## config.mk

```make
export PLATFORM = sky130hd
export DESIGN_NAME = mic1_shifter_flat
export DESIGN_NICKNAME = d
export VERILOG_FILES = /design/src/rtl/mic1_shifter_if.sv /design/src/rtl/mic1_shifter.sv /design/src/flat_wrapper.sv
export SDC_FILE = /design/constraint.sdc
export NUM_CORES = 1
export LEC_CHECK = 0
export ABC_AREA = 0
export BUFFER_PORTS_ARGS = -buffer_cell sky130_fd_sc_hd__buf_2
export CELL_PAD_IN_SITES_DETAIL_PLACEMENT = 1
export CELL_PAD_IN_SITES_GLOBAL_PLACEMENT = 2
export CORE_ASPECT_RATIO = 0.9
export CORE_UTILIZATION = 29
export CTS_CLUSTER_SIZE = 14
export DETAILED_ROUTE_END_ITERATION = 7
export PLACE_DENSITY = 0.8
export REMOVE_ABC_BUFFERS = 1
export SLEW_MARGIN = 20
export SYNTH_ARGS = -nofsm -noshare
export SYNTH_HDL_FRONTEND = slang
export SYNTH_SLANG_ARGS = --single-unit
```

## constraint.sdc

```tcl
create_clock -name clk -period 3.5 [get_ports clk]
set_clock_uncertainty 0.2 [all_clocks]
set_input_delay 0.175 -clock clk [delete_from_list [all_inputs] [get_ports clk]]
set_output_delay 0.175 -clock clk [all_outputs]
set_load 0.005 [all_outputs]
```

## src/rtl/mic1_shifter_if.sv

```systemverilog
// mic1_shifter_if: shifter bus between the ALU side and the shifter.
//   master drives the ALU result and shift code and sees the registered word;
//   slave is the shifter itself.
interface mic1_shifter_if;
   logic [1:0]  control;   // shift code from the microinstruction
   logic [31:0] data;      // ALU result
   logic [31:0] dataOut;   // registered shifted word onto the C bus

   modport master (output control, output data, input  dataOut);
   modport slave  (input  control, input  data, output dataOut);
endinterface

```

## src/rtl/mic1_shifter.sv

```systemverilog
// mic1_shifter: registered 32-bit shifter behind the MIC-1 ALU.
//   control 00 pass, 01 sign-preserving shift right 1, 10 shift left 8,
//   11 rotate left 8 when SHIFTER_ROT8_EN is defined, otherwise pass.
//   One clock of latency, no handshake; synchronous active-high reset.
// Build option: `define SHIFTER_ROT8_EN to enable the rotate on code 11.
module mic1_shifter (
   input  logic           clk,
   input  logic           reset,
   mic1_shifter_if.slave  bus
);

   logic [31:0] dataOut_d;
   logic [31:0] dataOut_q;

   // Shift function; 01 keeps the sign bit and shifts the 31-bit magnitude,
   // so bit 30 always becomes 0 rather than a copy of the sign.
   always_comb begin
      dataOut_d = bus.data;
      case (bus.control)
         2'b00:   dataOut_d = bus.data;
         2'b01:   dataOut_d = {bus.data[31], 1'b0, bus.data[30:1]};
         2'b10:   dataOut_d = {bus.data[23:0], 8'h00};
`ifdef SHIFTER_ROT8_EN
         2'b11:   dataOut_d = {bus.data[23:0], bus.data[31:24]};
`else
         2'b11:   dataOut_d = bus.data;
`endif
         default: dataOut_d = bus.data;
      endcase
   end

   // Output register; reset discards whatever result is in flight.
   always_ff @(posedge clk) begin
      if (reset) dataOut_q <= 32'h0000_0000;
      else       dataOut_q <= dataOut_d;
   end

   assign bus.dataOut = dataOut_q;

endmodule

```

## src/flat_wrapper.sv

```systemverilog
// flat-port wrapper written by rule: the top's interface ports become plain ports
module mic1_shifter_flat 
  (clk, reset, bus_control, bus_data, bus_dataOut);
  mic1_shifter_if bus_i ();
  input  logic clk;
  input  logic reset;
  input wire logic [$bits(bus_i.control)-1:0] bus_control;
  input wire logic [$bits(bus_i.data)-1:0] bus_data;
  output wire logic [$bits(bus_i.dataOut)-1:0] bus_dataOut;
  assign bus_i.control = bus_control;
  assign bus_i.data = bus_data;
  assign bus_dataOut = bus_i.dataOut;
  mic1_shifter u_core (.clk(clk), .reset(reset), .bus(bus_i));
endmodule
```

# Yosys cells after proc, flatten, opt, wreduce, memory -nomap -nowiden
# Index checks and enable logic that the tools add are counted.
[word_totals]
word_cells = 7
in_bits = 36
output_inout_bits = 32
register_bits = 32
[op_classes]
n_reduce_logical = 2
n_mux = 1
n_eq_ne = 3
[ops]
columns = ["operator", "count"]
rows = [
  ["32-bit case mux with 3 select lines", 1],
  ["2-bit equality test, second input constant", 2],
  ["2-bit by 1-bit equality test with 1-bit output, second input constant", 1],
  ["2-bit zero test", 1],
  ["2-bit OR reduction", 1],
]

# Logic depth before layout (Yosys ltp)
[depth]
ltp_word = 3
ltp_mapped = 6
ltp_nobuf = 4

# Worst setup path before layout
# OpenSTA, ideal clock, no wires.
[synth_timing]
path_kind = "input to register"
start = "in bus_control[0]"
end = "reg u_core.dataOut_q[22], in the netlist u_core.bus.dataOut[22]"
n_path_buf = 1
arrival_time_ns = 1.020
path_slack_ns = 2.146
required_ns = 3.166
cell_stages = 5
setup_time_ns = 0.134
cell_sequence = "inv_1 -> ha_1 -> buf_6 -> a221oi_2 -> nor3_2"
[synth_via]
elab_chain_len = 3
word_cells_on_any_way = 6
cone_classes = "eq/ne: 3; mux: 1; reduce/logical: 2"
[synth_lines]
columns = ["item", "line_no", "text"]
rows = [
  ["start, declared", "flat_wrapper.sv:7", "input wire logic [$bits(bus_i.control)-1:0] bus_control;"],
  ["2-bit equality test or 2-bit zero test (tied branches)", "mic1_shifter.sv:19", "case (bus.control)"],
  ["2-bit OR reduction (no line)", "n/a", ""],
  ["32-bit case mux with 3 select lines *", "mic1_shifter.sv:19", ""],
  ["end signal, assigned", "mic1_shifter.sv:35", "else dataOut_q <= dataOut_d;"],
  ["end, declared", "mic1_shifter.sv:13", "logic [31:0] dataOut_q;"],
]
# Mark *: on every way between the ends. The rest lies on a longest branch, timed or not.
# A chain may end at the register's enable or synchronous reset.

# Final worst setup path
[layout_timing]
start = "in bus_control[1]"
end = "reg u_core.dataOut_q[31], in the netlist u_core.bus.dataOut[31]"
# The elaborated chain is that of the path after synthesis.

==> flow_results.xml <==
<?xml version="1.0" encoding="UTF-8"?>
<metrics>
  <group name="placement">
    <metric name="area_after_dpl" unit="um^2">1820</metric>
    <metric name="globalplace.congestion" unit="">0.666</metric>
    <metric name="port_buffers" unit="">67</metric>
    <metric name="detailed_place_hpwl" unit="um">2600</metric>
  </group>
  <group name="drt">
    <metric name="wirelength" unit="um">4390</metric>
    <metric name="via_per_instance_ratio" unit="">4.75</metric>
    <metric name="antenna_violating_nets_post_route" unit="">0</metric>
    <metric name="vias" unit="">1457</metric>
    <metric name="detail_route.first_pass.iterations" unit="">5</metric>
    <metric name="dr_drc_count" unit="">0</metric>
    <metric name="first_iter_violations" unit="">79</metric>
    <metric name="post_drt_wl_per_cell" unit="um">14.3</metric>
  </group>
  <group name="clocking">
    <metric name="tritoncts" unit="">built</metric>
    <metric name="clkSlewWorstSetupHoldPaths" unit="ns">0.07</metric>
    <metric name="sink_count_of_the_clock_tree" unit="">32</metric>
    <metric name="cts_bufs_inserted" unit="">5</metric>
    <metric name="clock_tree.htree_level_count" unit="">2</metric>
    <metric name="cts_max_path_buffers" unit="">2</metric>
    <metric name="clock_tree.root_cell" unit="">clkbuf_8</metric>
    <metric name="post_cts.repair.setup_buffers" unit="">0</metric>
  </group>
  <group name="global_routing">
    <metric name="antenna_found_initial" unit="">0</metric>
    <metric name="grt_util_all_layers" unit="%">16.9</metric>
    <metric name="first_global_vias" unit="">1471</metric>
    <metric name="grt_max_degree" unit="">64</metric>
    <metric name="grt_pass1_wl" unit="um">7230</metric>
    <metric name="gr-total-overflow" unit="">0</metric>
  </group>
  <group name="run">
    <metric name="cap_violations" unit="">0</metric>
  </group>
  <group name="floorplanning">
    <metric name="placeableCoreArea" unit="um^2">4920</metric>
    <metric name="placementRows" unit="">24</metric>
    <metric name="design.die.area" unit="um^2">5490</metric>
    <metric name="die_width" unit="um">78.0</metric>
    <metric name="num_io_pins" unit="">68</metric>
    <metric name="floorplan.initialDensity" unit="%">30.6</metric>
    <metric name="fp.dieH" unit="um">70.4</metric>
  </group>
  <group name="finish">
    <metric name="antennaDiodeCount" unit="">0</metric>
    <metric name="final_nets" unit="">279</metric>
    <metric name="filler_cell_count" unit="">607</metric>
    <metric name="largest_reg_flops" unit="">32</metric>
    <metric name="syn_to_final_growth" unit="%">50.3</metric>
    <metric name="final_layout_size_suffix_gt1_share" unit="%">40.9</metric>
    <metric name="postLayoutCellArea" unit="um^2">2260</metric>
  </group>
  <group name="critical_path">
    <metric name="timing.critical_path.cells" unit="">buf_2 -&gt; inv_1 -&gt; ha_2 -&gt; o21ai_0 -&gt; a21oi_1 -&gt; dlygate4sd3_1</metric>
    <metric name="path_max_fanout" unit="">63</metric>
    <metric name="cpPeakStageDelay" unit="ns">0.88</metric>
    <metric name="setup.worst_path.end_class" unit="">flop</metric>
    <metric name="timing.critical_path.from" unit="">bus_control[1]</metric>
    <metric name="timing.critical_path.to" unit="">u_core.bus.dataOut[31]</metric>
    <metric name="timing_worst_setup_path_type" unit="">in -&gt; reg</metric>
    <metric name="worst-endpoint-arrival" unit="ns">2.23</metric>
    <metric name="critical_path.startpoint_type" unit="">input pin</metric>
    <metric name="worstPathRequired" unit="ns">3.53</metric>
    <metric name="worst_path_max_delay_cell" unit="">ha_2</metric>
  </group>
  <group name="timing">
    <metric name="fin_crit_sh" unit="%">62.9</metric>
    <metric name="setup-violations-final" unit="">0</metric>
    <metric name="max_slew.worst_pin.slew" unit="ns">1.06</metric>
    <metric name="relSlewSlack" unit="%">29.6</metric>
    <metric name="clock.fmax" unit="GHz">0.454</metric>
    <metric name="setup_total_negative_slack" unit="ns">0</metric>
    <metric name="rsz0062_at_grt" unit="">false</metric>
    <metric name="final_hold_viol_count" unit="">0</metric>
    <metric name="min_period" unit="ns">2.20</metric>
    <metric name="maxSlewViolCount" unit="">0</metric>
  </group>
  <group name="power_and_ir_drop">
    <metric name="power_frac_clock" unit="%">33.6</metric>
    <metric name="sequentialPowerShare" unit="%">44.2</metric>
    <metric name="powerDensity" unit="nW/um^2">399</metric>
    <metric name="comb_power_share" unit="%">22.3</metric>
    <metric name="p_leak" unit="nW">0.974</metric>
    <metric name="vdd_ir_drop_max" unit="mV">0.215</metric>
    <metric name="p_sw_share" unit="%">27.6</metric>
    <metric name="p_sw" unit="mW">0.249</metric>
    <metric name="cell_internal_pwr" unit="mW">0.654</metric>
  </group>
  <group name="yosys">
    <metric name="postSynthCellCount" unit="">146</metric>
    <metric name="synth_ff_type" unit="">dfxtp_1</metric>
    <metric name="synthesis.area" unit="um^2">1510</metric>
    <metric name="synth_seq_cells" unit="">32</metric>
    <metric name="yosysUniqueCellTypes" unit="">18</metric>
    <metric name="post-synth-top-count-cell" unit="">dfxtp_1</metric>
    <metric name="synth.top_cell.area_share" unit="%">42.5</metric>
    <metric name="synth_area_leaders" unit="">dfxtp_1, a221oi_2, nor2b_1</metric>
    <metric name="average_cell_area_after_synthesis" unit="um^2">10.3</metric>
    <metric name="yosysWarnings" unit="">0</metric>
    <metric name="async_reset_ff_share" unit="%">0</metric>
    <metric name="synth_top_cells_by_count" unit="">dfxtp_1, nor2b_1, nor3_1</metric>
    <metric name="synth_top_cell_by_area" unit="">dfxtp_1</metric>
    <metric name="synth_sequential_area_ratio" unit="%">42.5</metric>
    <metric name="number_of_synthesized_flops_with_an_enable_pin" unit="">0</metric>
  </group>
  <group name="min_path">
    <metric name="hold_path_class" unit="">in -&gt; reg</metric>
  </group>
  <group name="outcome">
    <metric name="run_status" unit="">complete, no violations</metric>
  </group>
</metrics>
==> worst max-delay path: cells and delay by family <==
family,cells,cell delay (ns)
compound gates,2,0.44
buf+inv,3,0.72
fa+ha+maj,1,0.88
==> stage by stage <==
stage               power, mW  instances  hold slack [ns]  worst slack [ns]  utilization, %
global placement        0.575        264            0.248              1.54            36.9
detailed placement      0.576        264            0.259              1.48            36.9
global route            0.952        307           0.0144              1.09            46.0
CTS                     0.916        307          0.00238              1.40            45.9
floorplan               0.494        131           0.0441              1.58               -
finish                  0.903        307           0.0145              1.30            46.0
==> per-layer routing <==
metal	track usage, %	up-vias	share of wire, %
met5	0	-	0
met2	27.3	44	47
li1	-	726	-
met1	21.1	681	45
met4	6.17	0	1.5
met3	5.36	6	6.1
==> cells by family after synthesis <==
kind of cell | after synthesis | share of synthesized area, %
adders and majority gates | 2 | 1.66
AOI/OAI and AO/OA | 33 | 21.2
DFF | 32 | 42.5
and+or+nand+nor | 62 | 26.6
buffers and inverters | 17 | 8.06
==> area by class of cell <==
class | count | area [um^2] | area share, %
Clock buffer | 6 | 82.6 | 3.65
Clock inverter | 2 | 10.0 | 0.442
Inverter | 2 | 7.51 | 0.331
Multi-Input combinational cell | 97 | 749 | 33.1
Sequential cell | 32 | 641 | 28.3
Tap cell | 65 | 81.3 | 3.59
Timing Repair Buffer | 103 | 693 | 30.6
==> cells in the final DEF, fill, tap and decap left out <==
master,n
nand3b_1,9
a21oi_1,9
buf_4,1
clkinv_2,2
buf_2,67
nor3_1,13
nor3_2,10
o21ai_0,1
clkbuf_8,6
a221oi_1,11
nor2b_1,22
dlygate4sd3_1,35
nand2_1,8
inv_1,2
a221oi_2,11
a22oi_1,1
ha_2,2
dfxtp_1,32
==> how the worst min path moves through the flow <==
stage                      start                endpoint  depth (start not counted)
finish              bus_data[17]  u_core.bus.dataOut[16]                          3
global route        bus_data[17]  u_core.bus.dataOut[16]                          3
CTS                 bus_data[17]  u_core.bus.dataOut[16]                          3
detailed placement  bus_data[31]  u_core.bus.dataOut[31]                          3
global placement    bus_data[31]  u_core.bus.dataOut[31]                          3
floorplan                  reset   u_core.bus.dataOut[0]                          1
==> power groups by stage <==
stage / combinational (mW) / sequential [mW] / clock, mW
5_1_grt: 0.221 / 0.402 / 0.330
3_3_place_gp: 0.167 / 0.408 / 0
2_1_floorplan: 0.0828 / 0.412 / 0
6_report: 0.201 / 0.399 / 0.303
3_5_place_dp: 0.169 / 0.407 / 0
4_1_cts: 0.201 / 0.399 / 0.316
==> repair_timing <==
action                     in CTS  in global routing
hold buffers                   35                  0
hold endpoints to repair       28                  0
resized for setup               0                  0
setup endpoints to repair       0                  0
Power figures use the tool's default switching activity.
